[src/rtl/wb_pkg.sv]
// Shared types for the writeback/commit queue: the buffered instruction record
// and GPR/CSR field widths.
package wb_pkg;
  localparam int GPR_W      = 32;
  localparam int GPR_IDX_W  = 5;
  localparam int CSR_ADDR_W = 14;
  localparam int ECODE_W    = 8;

  typedef struct packed {
    logic [31:0]           pc;
    logic [GPR_W-1:0]      result;
    logic                  gr_we;
    logic [GPR_IDX_W-1:0]  dest;
    logic [31:0]           vaddr;
    logic                  ex;
    logic [ECODE_W-1:0]    ecode;
    logic                  esubcode;
    logic                  csr_we;
    logic [CSR_ADDR_W-1:0] csr_addr;
    logic [31:0]           csr_wmask;
    logic [31:0]           csr_wdata;
  } wb_entry_t;

  function automatic logic [31:0] dest_onehot(input logic [GPR_IDX_W-1:0] d);
    return 32'(1) << d;
  endfunction
endpackage

[src/rtl/wb_commit_queue_if.sv]
// Memory-stage -> commit-queue handshake bundle.
interface wb_commit_queue_if;
  logic        in_valid;
  logic        in_ready;
  logic [31:0] in_pc;
  logic [31:0] in_result;
  logic [31:0] in_vaddr;
  logic        in_gr_we;
  logic [4:0]  in_dest;
  logic        in_ex;
  logic [7:0]  in_ecode;
  logic        in_esubcode;
  logic        in_csr_we;
  logic [13:0] in_csr_addr;
  logic [31:0] in_csr_wmask;
  logic [31:0] in_csr_wdata;

  modport master (
    output in_valid, in_pc, in_result, in_vaddr, in_gr_we, in_dest, in_ex,
           in_ecode, in_esubcode, in_csr_we, in_csr_addr, in_csr_wmask, in_csr_wdata,
    input  in_ready
  );
  modport slave (
    input  in_valid, in_pc, in_result, in_vaddr, in_gr_we, in_dest, in_ex,
           in_ecode, in_esubcode, in_csr_we, in_csr_addr, in_csr_wmask, in_csr_wdata,
    output in_ready
  );
endinterface

[src/rtl/wb_queue.sv]
// Circular buffer of wb_entry_t: one push per cycle, 0..RETIRE_W pops from the head,
// plus a per-entry view of pending GPR writes for the scoreboard.
module wb_queue
  import wb_pkg::*;
#(
  parameter int DEPTH    = 4,
  parameter int RETIRE_W = 2,
  localparam int PTR_W   = $clog2(DEPTH),
  localparam int CNT_W   = $clog2(DEPTH + 1),
  localparam int POP_W   = $clog2(RETIRE_W + 1)
) (
  input  logic                                 clk,
  input  logic                                 rst,
  input  logic                                 clr,
  input  logic                                 enq,
  input  wb_entry_t                            enq_ent,
  input  logic [POP_W-1:0]                     pop_n,
  output wb_entry_t [RETIRE_W-1:0]             head_ent,
  output logic [DEPTH-1:0][GPR_IDX_W-1:0]      ent_dest,
  output logic [DEPTH-1:0]                     ent_wr,
  output logic [CNT_W-1:0]                     count
);
  wb_entry_t [DEPTH-1:0] mem_q, mem_d;
  logic [PTR_W-1:0] head_q, head_d, tail_q, tail_d;
  logic [CNT_W-1:0] count_q, count_d;

  always_comb begin
    mem_d   = mem_q;
    head_d  = head_q + PTR_W'(pop_n);
    tail_d  = tail_q;
    count_d = count_q - CNT_W'(pop_n);
    if (enq) begin
      mem_d[tail_q] = enq_ent;
      tail_d        = tail_q + PTR_W'(1);
      count_d       = count_d + CNT_W'(1);
    end
    if (clr) begin
      head_d  = '0;
      tail_d  = '0;
      count_d = '0;
    end
  end

  always_ff @(posedge clk) begin
    if (rst) begin
      head_q  <= '0;
      tail_q  <= '0;
      count_q <= '0;
    end else begin
      head_q  <= head_d;
      tail_q  <= tail_d;
      count_q <= count_d;
    end
  end

  // Payload needs no reset: nothing reads it while count is zero.
  always_ff @(posedge clk) mem_q <= mem_d;

  always_comb begin
    logic [PTR_W-1:0] off;
    for (int k = 0; k < RETIRE_W; k++) head_ent[k] = mem_q[head_q + PTR_W'(k)];
    for (int i = 0; i < DEPTH; i++) begin
      off         = PTR_W'(i) - head_q;
      ent_dest[i] = mem_q[i].dest;
      ent_wr[i]   = (CNT_W'(off) < count_q) && mem_q[i].gr_we && !mem_q[i].ex;
    end
  end

  assign count = count_q;
endmodule

[src/rtl/wb_commit_queue.sv]
// In-order commit stage: retires up to RETIRE_W entries per cycle, serialises CSR
// writes and exceptions, and publishes a pending-destination scoreboard.
module wb_commit_queue
  import wb_pkg::*;
#(
  parameter int DEPTH    = 4,
  parameter int RETIRE_W = 2
) (
  input  logic                    clk,
  input  logic                    rst,
  wb_commit_queue_if.slave        in_if,
  input  logic                    flush,
  output logic [RETIRE_W-1:0]     rf_we,
  output logic [5*RETIRE_W-1:0]   rf_waddr,
  output logic [32*RETIRE_W-1:0]  rf_wdata,
  output logic                    csr_we,
  output logic [13:0]             csr_addr,
  output logic [31:0]             csr_wmask,
  output logic [31:0]             csr_wdata,
  output logic                    ex_valid,
  output logic [7:0]              ex_ecode,
  output logic                    ex_esubcode,
  output logic [31:0]             ex_pc,
  output logic [31:0]             ex_vaddr,
  output logic [31:0]             pending_dest,
  output logic [32*RETIRE_W-1:0]  debug_wb_pc,
  output logic [4*RETIRE_W-1:0]   debug_wb_rf_we,
  output logic [5*RETIRE_W-1:0]   debug_wb_rf_wnum,
  output logic [32*RETIRE_W-1:0]  debug_wb_rf_wdata
);
  localparam int CNT_W = $clog2(DEPTH + 1);
  localparam int POP_W = $clog2(RETIRE_W + 1);

  wb_entry_t                        in_ent;
  wb_entry_t [RETIRE_W-1:0]         head_ent;
  logic [DEPTH-1:0][GPR_IDX_W-1:0]  ent_dest;
  logic [DEPTH-1:0]                 ent_wr;
  logic [CNT_W-1:0]                 count;
  logic [RETIRE_W-1:0]              ret;
  logic                             ret0, ret1, enq, ex_fire;
  logic [POP_W-1:0]                 pop_n;
  logic                             ex_pending_q, ex_pending_d;

  assign in_ent = '{pc: in_if.in_pc, result: in_if.in_result, gr_we: in_if.in_gr_we,
                    dest: in_if.in_dest, vaddr: in_if.in_vaddr, ex: in_if.in_ex,
                    ecode: in_if.in_ecode, esubcode: in_if.in_esubcode,
                    csr_we: in_if.in_csr_we, csr_addr: in_if.in_csr_addr,
                    csr_wmask: in_if.in_csr_wmask, csr_wdata: in_if.in_csr_wdata};

  assign in_if.in_ready = !rst && (count < CNT_W'(DEPTH)) && !ex_pending_q && !flush;
  assign enq            = in_if.in_valid && in_if.in_ready;

  assign ret0 = !rst && !flush && !ex_pending_q && (count != '0);

  generate
    if (RETIRE_W > 1) begin : g_dual
      logic waw;
      // Same-cycle writes to one register would race in the RF; split them.
      assign waw  = head_ent[0].gr_we && head_ent[1].gr_we &&
                    (head_ent[0].dest == head_ent[1].dest) && (head_ent[0].dest != '0);
      assign ret1 = ret0 && (count >= CNT_W'(2)) && !head_ent[0].ex && !head_ent[0].csr_we &&
                    !head_ent[1].ex && !head_ent[1].csr_we && !waw;
      assign ret  = {ret1, ret0};
    end else begin : g_single
      assign ret1 = 1'b0;
      assign ret  = ret0;
    end
  endgenerate

  assign pop_n = POP_W'(ret0) + POP_W'(ret1);

  wb_queue #(.DEPTH(DEPTH), .RETIRE_W(RETIRE_W)) u_queue (
    .clk      (clk),
    .rst      (rst),
    .clr      (flush),
    .enq      (enq),
    .enq_ent  (in_ent),
    .pop_n    (pop_n),
    .head_ent (head_ent),
    .ent_dest (ent_dest),
    .ent_wr   (ent_wr),
    .count    (count)
  );

  assign ex_fire = ret0 && head_ent[0].ex;

  always_comb begin
    ex_pending_d = ex_pending_q;
    if (ex_fire) ex_pending_d = 1'b1;
    if (flush)   ex_pending_d = 1'b0;
  end

  always_ff @(posedge clk) begin
    if (rst) ex_pending_q <= 1'b0;
    else     ex_pending_q <= ex_pending_d;
  end

  assign ex_valid    = ex_fire;
  assign ex_ecode    = ex_fire ? head_ent[0].ecode    : '0;
  assign ex_esubcode = ex_fire ? head_ent[0].esubcode : 1'b0;
  assign ex_pc       = ex_fire ? head_ent[0].pc       : '0;
  assign ex_vaddr    = ex_fire ? head_ent[0].vaddr    : '0;

  assign csr_we    = ret0 && head_ent[0].csr_we && !head_ent[0].ex;
  assign csr_addr  = csr_we ? head_ent[0].csr_addr  : '0;
  assign csr_wmask = csr_we ? head_ent[0].csr_wmask : '0;
  assign csr_wdata = csr_we ? head_ent[0].csr_wdata : '0;

  generate
    for (genvar k = 0; k < RETIRE_W; k++) begin : g_slot
      assign rf_we[k]                     = ret[k] && head_ent[k].gr_we && !head_ent[k].ex;
      assign rf_waddr[k*5 +: 5]           = ret[k] ? head_ent[k].dest   : '0;
      assign rf_wdata[k*32 +: 32]         = ret[k] ? head_ent[k].result : '0;
      assign debug_wb_pc[k*32 +: 32]      = ret[k] ? head_ent[k].pc     : '0;
      assign debug_wb_rf_we[k*4 +: 4]     = {4{rf_we[k]}};
      assign debug_wb_rf_wnum[k*5 +: 5]   = rf_waddr[k*5 +: 5];
      assign debug_wb_rf_wdata[k*32 +: 32] = rf_wdata[k*32 +: 32];
      if (k > 0) begin : g_sink
        logic unused_slot;
        assign unused_slot = ^{head_ent[k].vaddr, head_ent[k].ecode, head_ent[k].esubcode,
                               head_ent[k].csr_addr, head_ent[k].csr_wmask, head_ent[k].csr_wdata};
      end
    end
  endgenerate

  always_comb begin
    pending_dest = '0;
    for (int i = 0; i < DEPTH; i++)
      if (ent_wr[i]) pending_dest = pending_dest | dest_onehot(ent_dest[i]);
    pending_dest[0] = 1'b0;
    if (rst) pending_dest = '0;
  end
endmodule

[src/flat_wrapper.sv]
// flat-port wrapper written by rule: the top's interface ports become plain ports
module wb_commit_queue_flat import wb_pkg::*;
#(
  parameter int DEPTH    = 4,
  parameter int RETIRE_W = 2
)
  (clk, rst, flush, rf_we, rf_waddr, rf_wdata, csr_we, csr_addr, csr_wmask, csr_wdata, ex_valid, ex_ecode, ex_esubcode, ex_pc, ex_vaddr, pending_dest, debug_wb_pc, debug_wb_rf_we, debug_wb_rf_wnum, debug_wb_rf_wdata, in_if_in_valid, in_if_in_pc, in_if_in_result, in_if_in_vaddr, in_if_in_gr_we, in_if_in_dest, in_if_in_ex, in_if_in_ecode, in_if_in_esubcode, in_if_in_csr_we, in_if_in_csr_addr, in_if_in_csr_wmask, in_if_in_csr_wdata, in_if_in_ready);
  wb_commit_queue_if in_if_i ();
  input  logic clk;
  input  logic rst;
  input  logic flush;
  output logic [RETIRE_W-1:0] rf_we;
  output logic [5*RETIRE_W-1:0] rf_waddr;
  output logic [32*RETIRE_W-1:0] rf_wdata;
  output logic csr_we;
  output logic [13:0] csr_addr;
  output logic [31:0] csr_wmask;
  output logic [31:0] csr_wdata;
  output logic ex_valid;
  output logic [7:0] ex_ecode;
  output logic ex_esubcode;
  output logic [31:0] ex_pc;
  output logic [31:0] ex_vaddr;
  output logic [31:0] pending_dest;
  output logic [32*RETIRE_W-1:0] debug_wb_pc;
  output logic [4*RETIRE_W-1:0] debug_wb_rf_we;
  output logic [5*RETIRE_W-1:0] debug_wb_rf_wnum;
  output logic [32*RETIRE_W-1:0] debug_wb_rf_wdata;
  input wire logic [$bits(in_if_i.in_valid)-1:0] in_if_in_valid;
  input wire logic [$bits(in_if_i.in_pc)-1:0] in_if_in_pc;
  input wire logic [$bits(in_if_i.in_result)-1:0] in_if_in_result;
  input wire logic [$bits(in_if_i.in_vaddr)-1:0] in_if_in_vaddr;
  input wire logic [$bits(in_if_i.in_gr_we)-1:0] in_if_in_gr_we;
  input wire logic [$bits(in_if_i.in_dest)-1:0] in_if_in_dest;
  input wire logic [$bits(in_if_i.in_ex)-1:0] in_if_in_ex;
  input wire logic [$bits(in_if_i.in_ecode)-1:0] in_if_in_ecode;
  input wire logic [$bits(in_if_i.in_esubcode)-1:0] in_if_in_esubcode;
  input wire logic [$bits(in_if_i.in_csr_we)-1:0] in_if_in_csr_we;
  input wire logic [$bits(in_if_i.in_csr_addr)-1:0] in_if_in_csr_addr;
  input wire logic [$bits(in_if_i.in_csr_wmask)-1:0] in_if_in_csr_wmask;
  input wire logic [$bits(in_if_i.in_csr_wdata)-1:0] in_if_in_csr_wdata;
  output wire logic [$bits(in_if_i.in_ready)-1:0] in_if_in_ready;
  assign in_if_i.in_valid = in_if_in_valid;
  assign in_if_i.in_pc = in_if_in_pc;
  assign in_if_i.in_result = in_if_in_result;
  assign in_if_i.in_vaddr = in_if_in_vaddr;
  assign in_if_i.in_gr_we = in_if_in_gr_we;
  assign in_if_i.in_dest = in_if_in_dest;
  assign in_if_i.in_ex = in_if_in_ex;
  assign in_if_i.in_ecode = in_if_in_ecode;
  assign in_if_i.in_esubcode = in_if_in_esubcode;
  assign in_if_i.in_csr_we = in_if_in_csr_we;
  assign in_if_i.in_csr_addr = in_if_in_csr_addr;
  assign in_if_i.in_csr_wmask = in_if_in_csr_wmask;
  assign in_if_i.in_csr_wdata = in_if_in_csr_wdata;
  assign in_if_in_ready = in_if_i.in_ready;
  wb_commit_queue #(.DEPTH(DEPTH), .RETIRE_W(RETIRE_W)) u_core (.clk(clk), .rst(rst), .in_if(in_if_i), .flush(flush), .rf_we(rf_we), .rf_waddr(rf_waddr), .rf_wdata(rf_wdata), .csr_we(csr_we), .csr_addr(csr_addr), .csr_wmask(csr_wmask), .csr_wdata(csr_wdata), .ex_valid(ex_valid), .ex_ecode(ex_ecode), .ex_esubcode(ex_esubcode), .ex_pc(ex_pc), .ex_vaddr(ex_vaddr), .pending_dest(pending_dest), .debug_wb_pc(debug_wb_pc), .debug_wb_rf_we(debug_wb_rf_we), .debug_wb_rf_wnum(debug_wb_rf_wnum), .debug_wb_rf_wdata(debug_wb_rf_wdata));
endmodule
[config.mk]
export PLATFORM = sky130hd
export DESIGN_NAME = wb_commit_queue_flat
export DESIGN_NICKNAME = d
export VERILOG_FILES = /design/src/rtl/wb_pkg.sv /design/src/rtl/wb_commit_queue_if.sv /design/src/rtl/wb_queue.sv /design/src/rtl/wb_commit_queue.sv /design/src/flat_wrapper.sv
export SDC_FILE = /design/constraint.sdc
export NUM_CORES = 1
export LEC_CHECK = 0
export ABC_AREA = 1
export BUFFER_PORTS_ARGS = -buffer_cell sky130_fd_sc_hd__buf_2
export CORE_MARGIN = 8
export CORE_UTILIZATION = 25
export CTS_CLUSTER_DIAMETER = 120
export DETAILED_ROUTE_END_ITERATION = 7
export SYNTH_ARGS = -nofsm -noshare
export SYNTH_HDL_FRONTEND = slang
export SYNTH_SLANG_ARGS = --single-unit
[constraint.sdc]
create_clock -name clk -period 11.1 [get_ports clk]
set_input_delay 2.22 -clock clk [delete_from_list [all_inputs] [get_ports clk]]
set_output_delay 2.22 -clock clk [all_outputs]
set_load 0.05 [all_outputs]
; Word-level counts from Yosys, hierarchy flattened
; Cells that the tools add are included.
[op_classes]
addsub = 10
mul = 0
div_mod_pow = 0
n_lt_le_gt_ge = 10
eq_ne = 1
shift = 4
n_mux = 26
n_bitwise = 3
reduce_logical = 47
[ops]
columns = cell, count
row1 = binary-select mux 191 bit (select 2 bit), 2
row2 = bitwise mux 764 bit, 1
row3 = two-way mux 191 bit, 3
row4 = two-way mux 32 bit, 13
row5 = demux 191 bit (select 2 bit), 1
row6 = left shift 1 x 5 -> 32 bit (first input constant), 4
row7 = bitwise OR 32 bit, 3
row8 = logical AND 1 bit, 32
row9 = two-way mux 14 bit, 1
row10 = logical NOT 1 bit, 12
row11 = less-than comparator 2 x 3 -> 1 bit, 4
row12 = two-way mux 5 bit, 2
row13 = less-than comparator 2 x 3 -> 1 bit (second input constant), 3
row14 = two-way mux 8 bit, 1
row15 = == test 5 bit, 1
row16 = nonzero test 5 bit, 1
row17 = adder 2 x 1 -> 2 bit (second input constant), 2
row18 = subtractor 1 x 2 -> 2 bit (first input constant), 2
row19 = subtractor 2 bit (first input constant), 2
row20 = adder 3 x 1 -> 3 bit (second input constant), 1
row21 = greater-or-equal comparator 3 x 2 -> 1 bit (second input constant), 1
row22 = less-than comparator 3 bit (second input constant), 1
row23 = two-way mux 3 bit, 1
row24 = nonzero test 3 bit, 1
row25 = 6 further kinds, 6
[totals]
regBits = 772
latchBits = 0
ramBits = 0
mem_bits_ro = 0
in_bits = 195
out_inout_bits = 408
elab_cells = 153
n_memories = 0

; Depth between registers and ports, before layout
; Gate-level depths: netlist of the first run.
[logic_depth]
depth_word = 14
ltp_mapped = 22
depth_no_buf = 20

; Modules after synthesis
; Synthesis of the first run repeated with hierarchy kept, for this count alone.
[hier_totals]
cells_unflattened = 4011
area_unflattened_um2 = 37668.6
[modules_own_cells]
columns = mod, n_inst, cells_each, area_each_um2, seq_area_each_um2
row1 = wb_queue, 1, 3000, 33271.9, 23082.1
row2 = wb_commit_queue, 1, 1011, 4396.7, 20.0

; Worst setup path before layout of the first run
; Ideal clock, no wire load.
[synth_path]
path_kind = in2reg
start = input port flush
end = register u_core.u_queue.mem_q (netlist bit u_core.u_queue.ent_dest[0]), enable pin
setup_time_ps = 746
t_arrival_ps = 11517
required_ps = 10354
slack_ps = -1163
stages = 6
path_buffers = 1
path_cell_list = nor2_4 nand2_2 nor2_1 nand2_1 clkbuf_1 nor2_1
[synth_between]
elab_chain_len = 3
[synth_lines]
columns = element, line_no
row1 = start: declaration, flat_wrapper.sv:11  ; input logic flush;
row2 = logical NOT 1 bit, wb_commit_queue.sv:50  ; assign in_if.in_ready = !rst && (count < CNT_W'(DEPTH)) && !ex_pending_q && !flush;
row3 = logical AND 1 bit, wb_commit_queue.sv:50
row4 = named net in_if_in_ready, flat_wrapper.sv:42  ; output wire logic [$bits(in_if_i.in_ready)-1:0] in_if_in_ready;
row5 = logical AND 1 bit, wb_commit_queue.sv:51  ; assign enq = in_if.in_valid && in_if.in_ready;
row6 = end signal: assignment, wb_queue.sv:57  ; always_ff @(posedge clk) mem_q <= mem_d;
row7 = end: declaration, wb_queue.sv:23  ; wb_entry_t [DEPTH-1:0] mem_q, mem_d;
; The timed path passes the listed nets, and every way through them passes these cells.
; A chain may end at the register's enable or synchronous reset.

; Worst setup path in the final report of the first run
[layout_path]
start = register u_core.u_queue.head_q[0]
end = output port rf_waddr[6]
[layout_between]
elab_chain_len = 9
elab_cells_between_ends = 21
cone_classes = add/sub (1) / eq/ne (1) / mux (5) / reduce/logical (14)
[layout_lines]
columns = element, line_no
row1 = start: declaration, wb_queue.sv:24  ; logic [PTR_W-1:0] head_q, head_d, tail_q, tail_d;
row2 = start signal: assignment, wb_queue.sv:46  ; head_q <= '0;
row3 = start signal: assignment, wb_queue.sv:50  ; head_q <= head_d;
row4 = adder 2 x 1 -> 2 bit / binary-select mux 191 bit (select 2 bit) (equally long branches), wb_queue.sv:61  ; for (int k = 0; k < RETIRE_W; k++) head_ent[k] = mem_q[head_q + PTR_W'(k)];
row5 = binary-select mux 191 bit (select 2 bit) / two-way mux 191 bit (equally long branches), wb_queue.sv:61
row6 = two-way mux 191 bit (not written as such) / logical NOT 1 bit (equally long branches), "wb_queue.sv:61, wb_commit_queue.sv:61"
row7 = == test 5 bit (tied with other cells), wb_commit_queue.sv:60  ; (head_ent[0].dest == head_ent[1].dest) && (head_ent[0].dest != '0);
row8 = "logical AND 1 bit, on equally long branches", "wb_commit_queue.sv:59, wb_commit_queue.sv:61"
row9 = "logical AND 1 bit, on equally long branches", "wb_commit_queue.sv:60, wb_commit_queue.sv:61"
row10 = logical NOT 1 bit / logical AND 1 bit (equally long branches), wb_commit_queue.sv:62  ; !head_ent[1].ex && !head_ent[1].csr_we && !waw;
row11 = logical AND 1 bit, wb_commit_queue.sv:62
row12 = two-way mux 5 bit (*), wb_commit_queue.sv:112  ; assign rf_waddr[k*5 +: 5] = ret[k] ? head_ent[k].dest : '0;
row13 = end: declaration, flat_wrapper.sv:13  ; output logic [5*RETIRE_W-1:0] rf_waddr;
; Every way passes the cells marked *; elsewhere a longest branch is shown, timed or not. The select of a mux whose other input is x is not followed.

==> results of run 1 <==
-- Yosys cell counts, types with 6 or more instances --
master / number / area (sq um)
edfxtp_1: 764 / 22900
nand2_1: 644 / 2420
nor2_1: 256 / 961
inv_1: 157 / 589
a22oi_1: 129 / 968
a31oi_1: 110 / 688
clkbuf_1: 110 / 413
nand3_1: 101 / 505
buf_4: 91 / 683
o22ai_1: 66 / 413
nor3_1: 57 / 285
o2111ai_1: 48 / 420
o221ai_1: 48 / 420
buf_2: 36 / 180
o22a_1: 32 / 280
buf_1: 17 / 63.8
nor4_1: 13 / 81.3
o21ai_0: 13 / 65.1
ha_1: 12 / 150
a21oi_1: 11 / 55.1
a31oi_4: 10 / 213
buf_6: 9 / 101
nand4_1: 9 / 56.3
dfxtp_1: 8 / 160
inv_2: 6 / 22.5
-- final timing paths --
path,cells after the start,to,slack (ns)
worst min register to register,2,u_core.ex_pending_q$_SDFFE_PP0P_,0.49
worst min-delay path,2,u_core.ex_pending_q$_SDFFE_PP0P_,0.49
worst max-delay path,16,rf_waddr[6],3.71
worst max register to register,21,u_core.u_queue.count[1]$_SDFF_PP0_,6.14
-- placed cells by master, fill, tap and decap left out, types with 4 or more instances in the layout --
master     instances
a21oi_1           11
a22oi_1          129
a31oi_1          110
a31oi_4           10
buf_12             4
buf_2            601
buf_4             34
clkbuf_1          20
clkbuf_16         87
clkinv_1          18
clkinv_2          12
dfxtp_1            8
diode_2           16
edfxtp_1         764
ha_1              12
inv_1            157
inv_6              7
nand2_1          641
nand2_4            5
nand3_1          101
nand4_1            9
nor2_1           252
nor2_2             4
nor2_4             8
nor3_1            57
nor4_1            13
o2111ai_1         48
o21ai_0           13
o221ai_1          48
o22a_1            32
o22ai_1           66
-- kinds of logic (layout without fill, tap and decap cells) --
logic type / count (synthesis) / count (layout) / share of synthesized area
buffers and inverters: 427 / 952 / 0.0618
xor gates and xnor gates: 2 / 2 / 0.000525
other: 1 / 17 / 0.000112
AOI/OAI and AO/OA: 475 / 475 / 0.108
and+or+nand+nor: 1094 / 1094 / 0.133
DFF: 772 / 772 / 0.692
adders and majority gates: 13 / 13 / 0.00510
-- power by group through the flow --
stage          logic [uW]  registers, uW  clock network [uW]
2_1_floorplan        93.3           3310                   0
5_1_grt               209           3240                2830
3_3_place_gp          189           3300                   0
3_5_place_dp          193           3300                   0
4_1_cts               194           3240                2720
6_report              192           3240                2650
-- sequential cells by signal, indices dropped and copies added (netlist names) --
register,flops
u_core.u_queue.head_q,2
u_core.ex_pending_q,1
u_core.u_queue.tail_q,2
u_core.u_queue.ent_dest,20
u_core.u_queue.count,3
u_core.u_queue.mem_q,744
-- routing by layer --
metal	global-route usage	share of wire	vias to the layer above
met5	0	0.0014	-
met4	0.0409	0.024	22
met3	0.0478	0.093	178
met2	0.229	0.45	1057
met1	0.190	0.43	11800
li1	-	-	11000
-- per-stage QoR --
step	util	power [uW]	area, sq um
4_1_cts	0.302	6160	40200
3_5_place_dp	0.283	3500	37600
2_1_floorplan	-	3410	33400
3_3_place_gp	0.283	3490	37600
5_1_grt	0.302	6290	40200
6_report	0.302	6080	40200
-- cell type report --
class / count / area, sq um
sequential: 772 / 23100
tap: 1768 / 2210
clock inverter: 42 / 342
antenna: 16 / 40.0
inverter: 164 / 637
timing repair buffer: 639 / 3340
multi-input combinational: 1585 / 8280
fill: 13500 / 92700
clock buffer: 107 / 2250
-- worst max-delay path, stage by stage (launching register included) --
cell,delay [ns]
dfxtp_1,0.30
buf_4,0.28
nor2_4,0.85
buf_4,0.62
nand2_1,0.10
nand2_1,0.08
nor2_1,0.09
nand2_1,0.10
nand2_1,0.05
inv_1,0.04
nand2_1,0.05
nor2_1,0.15
nand2_1,0.12
nand2_4,0.24
buf_4,0.77
nor2_1,0.31
buf_2,0.31
==> impl_metrics.ini, run 1 <==
[place]
io_buffers = 601
place.gp.congestion = 0.906
place.detailed.hpwl_mm = 74.7
dp.cells = 4928
place_ws_ns = 3.71

[drt]
drt_wl_total_mm = 110
first_pass_iters = 5
wl_per_cell_microns = 21.7
via_per_inst = 4.73
routed-via-count = 24100
drtAntennaViolNets = 0
drc = 0
drtIter0Drc = 2081

[timing]
setup_tns_ns = 0
clock_skew_ns = 0.0389
finalCritPeriodShare = 0.666
tightest_slew_ns = 1.04
finalHoldViolCount = 0
max_freq_ghz = 0.135
drv_slew = 0
rsz0062_at_grt = false
finalSetupViolCount = 0
setup_ws_ns = 3.71
slew_headroom = 0.310
holdWs_ns = 0.489
fin_crit_ns = 7.39

[logic_synthesis]
avgSynthCellArea_sq_um = 12.0
async_reset_ff_frac = 0
syn_inst = 2784
synthDistinctLibCells = 40
synth-seq-cells = 772
yosys_warnings = 0
seq_area_frac_synth = 0.692
netlist_area_sq_mm = 0.0334
synthFlopType = edfxtp_1
synth-edff-count = 764
synth_nets = 2992

[power_and_ir_drop]
powerDensity_mw_per_mm2 = 151
vdd_drop_max_uv = 114
pwr-share-seq = 0.533
clockPowerShare = 0.435
p_switching_uw = 1290
combPwrFrac = 0.032
p_int_uw = 4800
p_leak_uw = 0.0151
netSwitchingFraction = 0.211

[worst_hold_path]
hp-class = reg -> reg
min_from = u_core.ex_pending_q$_SDFFE_PP0P_

[global_route]
grt_max_degree = 108
gr-total-overflow = 0
antenna_found_initial = 45
grt_pass1_wl_mm = 161
grt_pass1_vias = 24100
grt_usage = 0.145

[setup_path]
worstSetupPathType = reg -> out
reg2reg_from = u_core.u_queue.head_q[0]$_SDFF_PP0_
cp.required_ns = 8.88
crit_fanout = 64
worst_setup_path_end_kind = output port
worstPathArrival_ns = 5.17
critPathLaunchType = flip-flop
worstSetupStartpoint = u_core.u_queue.head_q[0]$_SDFF_PP0_

[clock_network]
cts-resized-gates = 0
cts_setup_buffers = 0
cts_tree = built
cts-root-buf = clkbuf_16
clkSinkCount = 772
clk_path_buf_depth = 3
htreeDepth = 3
cts_hold_buffers = 0
clk_pin_slew_ns = 0.05
clock_latency_ns = 0.67
cts_buffers = 85

[floorplanning]
dieHeight_microns = 381
placementRows = 134
start_util = 0.251
io-pin-count = 603
die-area_sq_mm = 0.145
chipWidth_microns = 381
core-area_sq_mm = 0.133

[run]
cap_viol_max_count = 0

[layout]
final_cells = 5093
drive_gt1_frac = 0.239
syn_to_final_growth_pct = 20.5
layout.nets = 3455

[outcome]
status = completed
Power figures use the tool's default switching activity.
==> run 2, diff against run 1 <==
ABC_AREA = 0   (was 1)
clock period = 6 ns   (was 11.1 ns; I/O delays follow)
==> run 2 against run 1 <==
Compared with the run above: sequential share of layout area decreased by 2.3 points; register-to-register slack got worse by 4.6 ns; clock power increased by 89%; die area increased by 2.8%; largest cell class unchanged; highest routed layer unchanged.
==> impl_metrics.ini, run 2 <==
[outcome]
status = completed

[layout]
final_cell_mix = edfxtp_1 (764), buf_2 (601), mux4_2 (195)
largest_reg_flops = 744
fill_cells = 13500
final_common_cell = edfxtp_1
drive_gt1_frac = 0.405
top_register = u_core.u_queue.mem_q
final_cells = 4422
layout.nets = 2751
syn_to_final_growth_pct = 22.1

[clock_network]
clock_latency_ns = 0.67
cts_hold_buffers = 0
clk_path_buf_depth = 3
cts-root-buf = clkbuf_16
cts_tree = built
htreeDepth = 3
cts_buffers = 87
cts_setup_buffers = 0
cts-resized-gates = 0
clkSinkCount = 772
clk_pin_slew_ns = 0.06

[floorplanning]
die-area_sq_mm = 0.149
dieHeight_microns = 387
core-area_sq_mm = 0.137
io-pin-count = 603
chipWidth_microns = 387
placementRows = 136
start_util = 0.251

[logic_synthesis]
async_reset_ff_frac = 0
seq_area_frac_synth = 0.673
netlist_area_sq_mm = 0.0343
synth_nets = 2212
yosys_warnings = 0
synth-edff-count = 764
synth.most_common_cell = edfxtp_1
yosys-top-cells-area = edfxtp_1 (67%), mux4_2 (13%), nor2b_1 (2.8%)
ys_top_cells_by_count = edfxtp_1 (764), mux4_2 (195), nor2b_1 (154), buf_4 (87), nor2_1 (87)
synth-seq-cells = 772
syn_inst = 2004
synth_top_cell_area_share = 0.668
avgSynthCellArea_sq_um = 17.1
synthFlopType = edfxtp_1
synthDistinctLibCells = 59
synth.largest_area_cell = edfxtp_1

[setup_path]
crit_fanout = 46
ff2ff_path_depth = 13
worstPathArrival_ns = 4.44
cp.required_ns = 4.80
critPathLaunchType = flip-flop
worstSetupPathType = reg -> out
worst_setup_path_end_kind = output port

[timing]
slew_headroom = 0.178
finalCritPeriodShare = 0.940
finalHoldViolCount = 0
setup_tns_ns = 0
drv_slew = 0
clock_skew_ns = 0.0210
finalSetupViolCount = 0
holdWs_ns = 0.503
fin_crit_ns = 5.64
tightest_slew_ns = 1.22
max_freq_ghz = 0.177
rsz0062_at_grt = false

[place]
io_buffers = 601
dp.cells = 4248
place.gp.congestion = 0.899
place.detailed.hpwl_mm = 65.9

[drt]
drt_wl_total_mm = 95.0
drtAntennaViolNets = 0
routed-via-count = 20100
drtIter0Drc = 1439
first_pass_iters = 7
drc = 0
wl_per_cell_microns = 21.5
via_per_inst = 4.55

[global_route]
grt_pass1_wl_mm = 141
grt_max_degree = 122
gr-total-overflow = 0
grt_usage = 0.122
antenna_found_initial = 32
grt_pass1_vias = 21200

[run]
cap_viol_max_count = 0

[power_and_ir_drop]
vdd_drop_max_uv = 266
powerDensity_mw_per_mm2 = 271
p_leak_uw = 0.0144

[worst_hold_path]
hp-class = reg -> reg
hold_path_depth = 2
## run 2: area by class of cell
cell class	instances	area (sq um)	area share
antenna	20	50.0	0.00119
clock buffer	105	2240	0.0535
clock inverter	49	477	0.0114
inverter	21	78.8	0.00188
multi-input combinational	998	10000	0.239
sequential	772	23100	0.551
tap	1794	2240	0.0535
timing repair buffer	663	3690	0.0879
## run 2: cells by family (layout without fill, tap and decap cells)
logic type / count (synthesis) / after routing / synth area share
and+or+nand+nor: 483 / 483 / 0.0826
DFF: 772 / 772 / 0.673
AOI/OAI and AO/OA: 188 / 188 / 0.0394
adders and majority gates: 13 / 13 / 0.00495
xor gates and xnor gates: 18 / 18 / 0.00459
buffers and inverters: 234 / 838 / 0.0374
muxes: 295 / 295 / 0.158
other: 1 / 21 / 0.000109
## run 2: worst max-delay path, cell delays in order (launching register included)
cell,delay (ns)
dfxtp_4,0.77
clkinv_1,0.46
ha_1,0.42
a21oi_1,0.04
o21bai_1,0.30
nand2b_1,0.17
nor4_1,0.84
a22oi_1,0.21
a21oi_1,0.24
buf_2,0.31
## run 2: metrics by stage
stage          total power, uW  setup slack [ns]  cell area, sq um  utilization
2_1_floorplan             6290            0.0543             34300            -
3_3_place_gp              6460             0.804             39200        0.286
3_5_place_dp              6470             0.841             39200        0.286
4_1_cts                  11500             0.393             41900        0.306
5_1_grt                  11700            0.0362             41900        0.306
6_report                 11400             0.358             41900        0.306
## run 2: worst paths after layout
| path | start | to | slack [ns] |
|---|---|---|---|
| min | u_core.u_queue.tail_q[1]$_SDFFE_PP0P_ | u_core.u_queue.tail_q[1]$_SDFFE_PP0P_ | 0.50 |
| max | u_core.u_queue.head_q[1]$_SDFF_PP0_ | pending_dest[16] | 0.36 |
| min reg2reg | u_core.u_queue.tail_q[1]$_SDFFE_PP0P_ | u_core.u_queue.tail_q[1]$_SDFFE_PP0P_ | 0.50 |
| max reg2reg | u_core.u_queue.head_q[0]$_SDFF_PP0_ | u_core.u_queue.count[1]$_SDFF_PP0_ | 1.52 |
## run 2: routing by layer
layer | up-vias | wire (microns) | GRT usage
li1 | 8938 | - | -
met1 | 10200 | 39300 | 0.151
met2 | 767 | 45900 | 0.204
met3 | 146 | 7670 | 0.0415
met4 | 10 | 2040 | 0.0329
met5 | - | 65 | 0
## run 2: report_power, final
part | leakage, uW | switching, uW | internal [uW]
logic | 0.00614 | 223 | 128
registers | 0.00697 | 19.0 | 5980
clock network | 0.00130 | 2180 | 2830
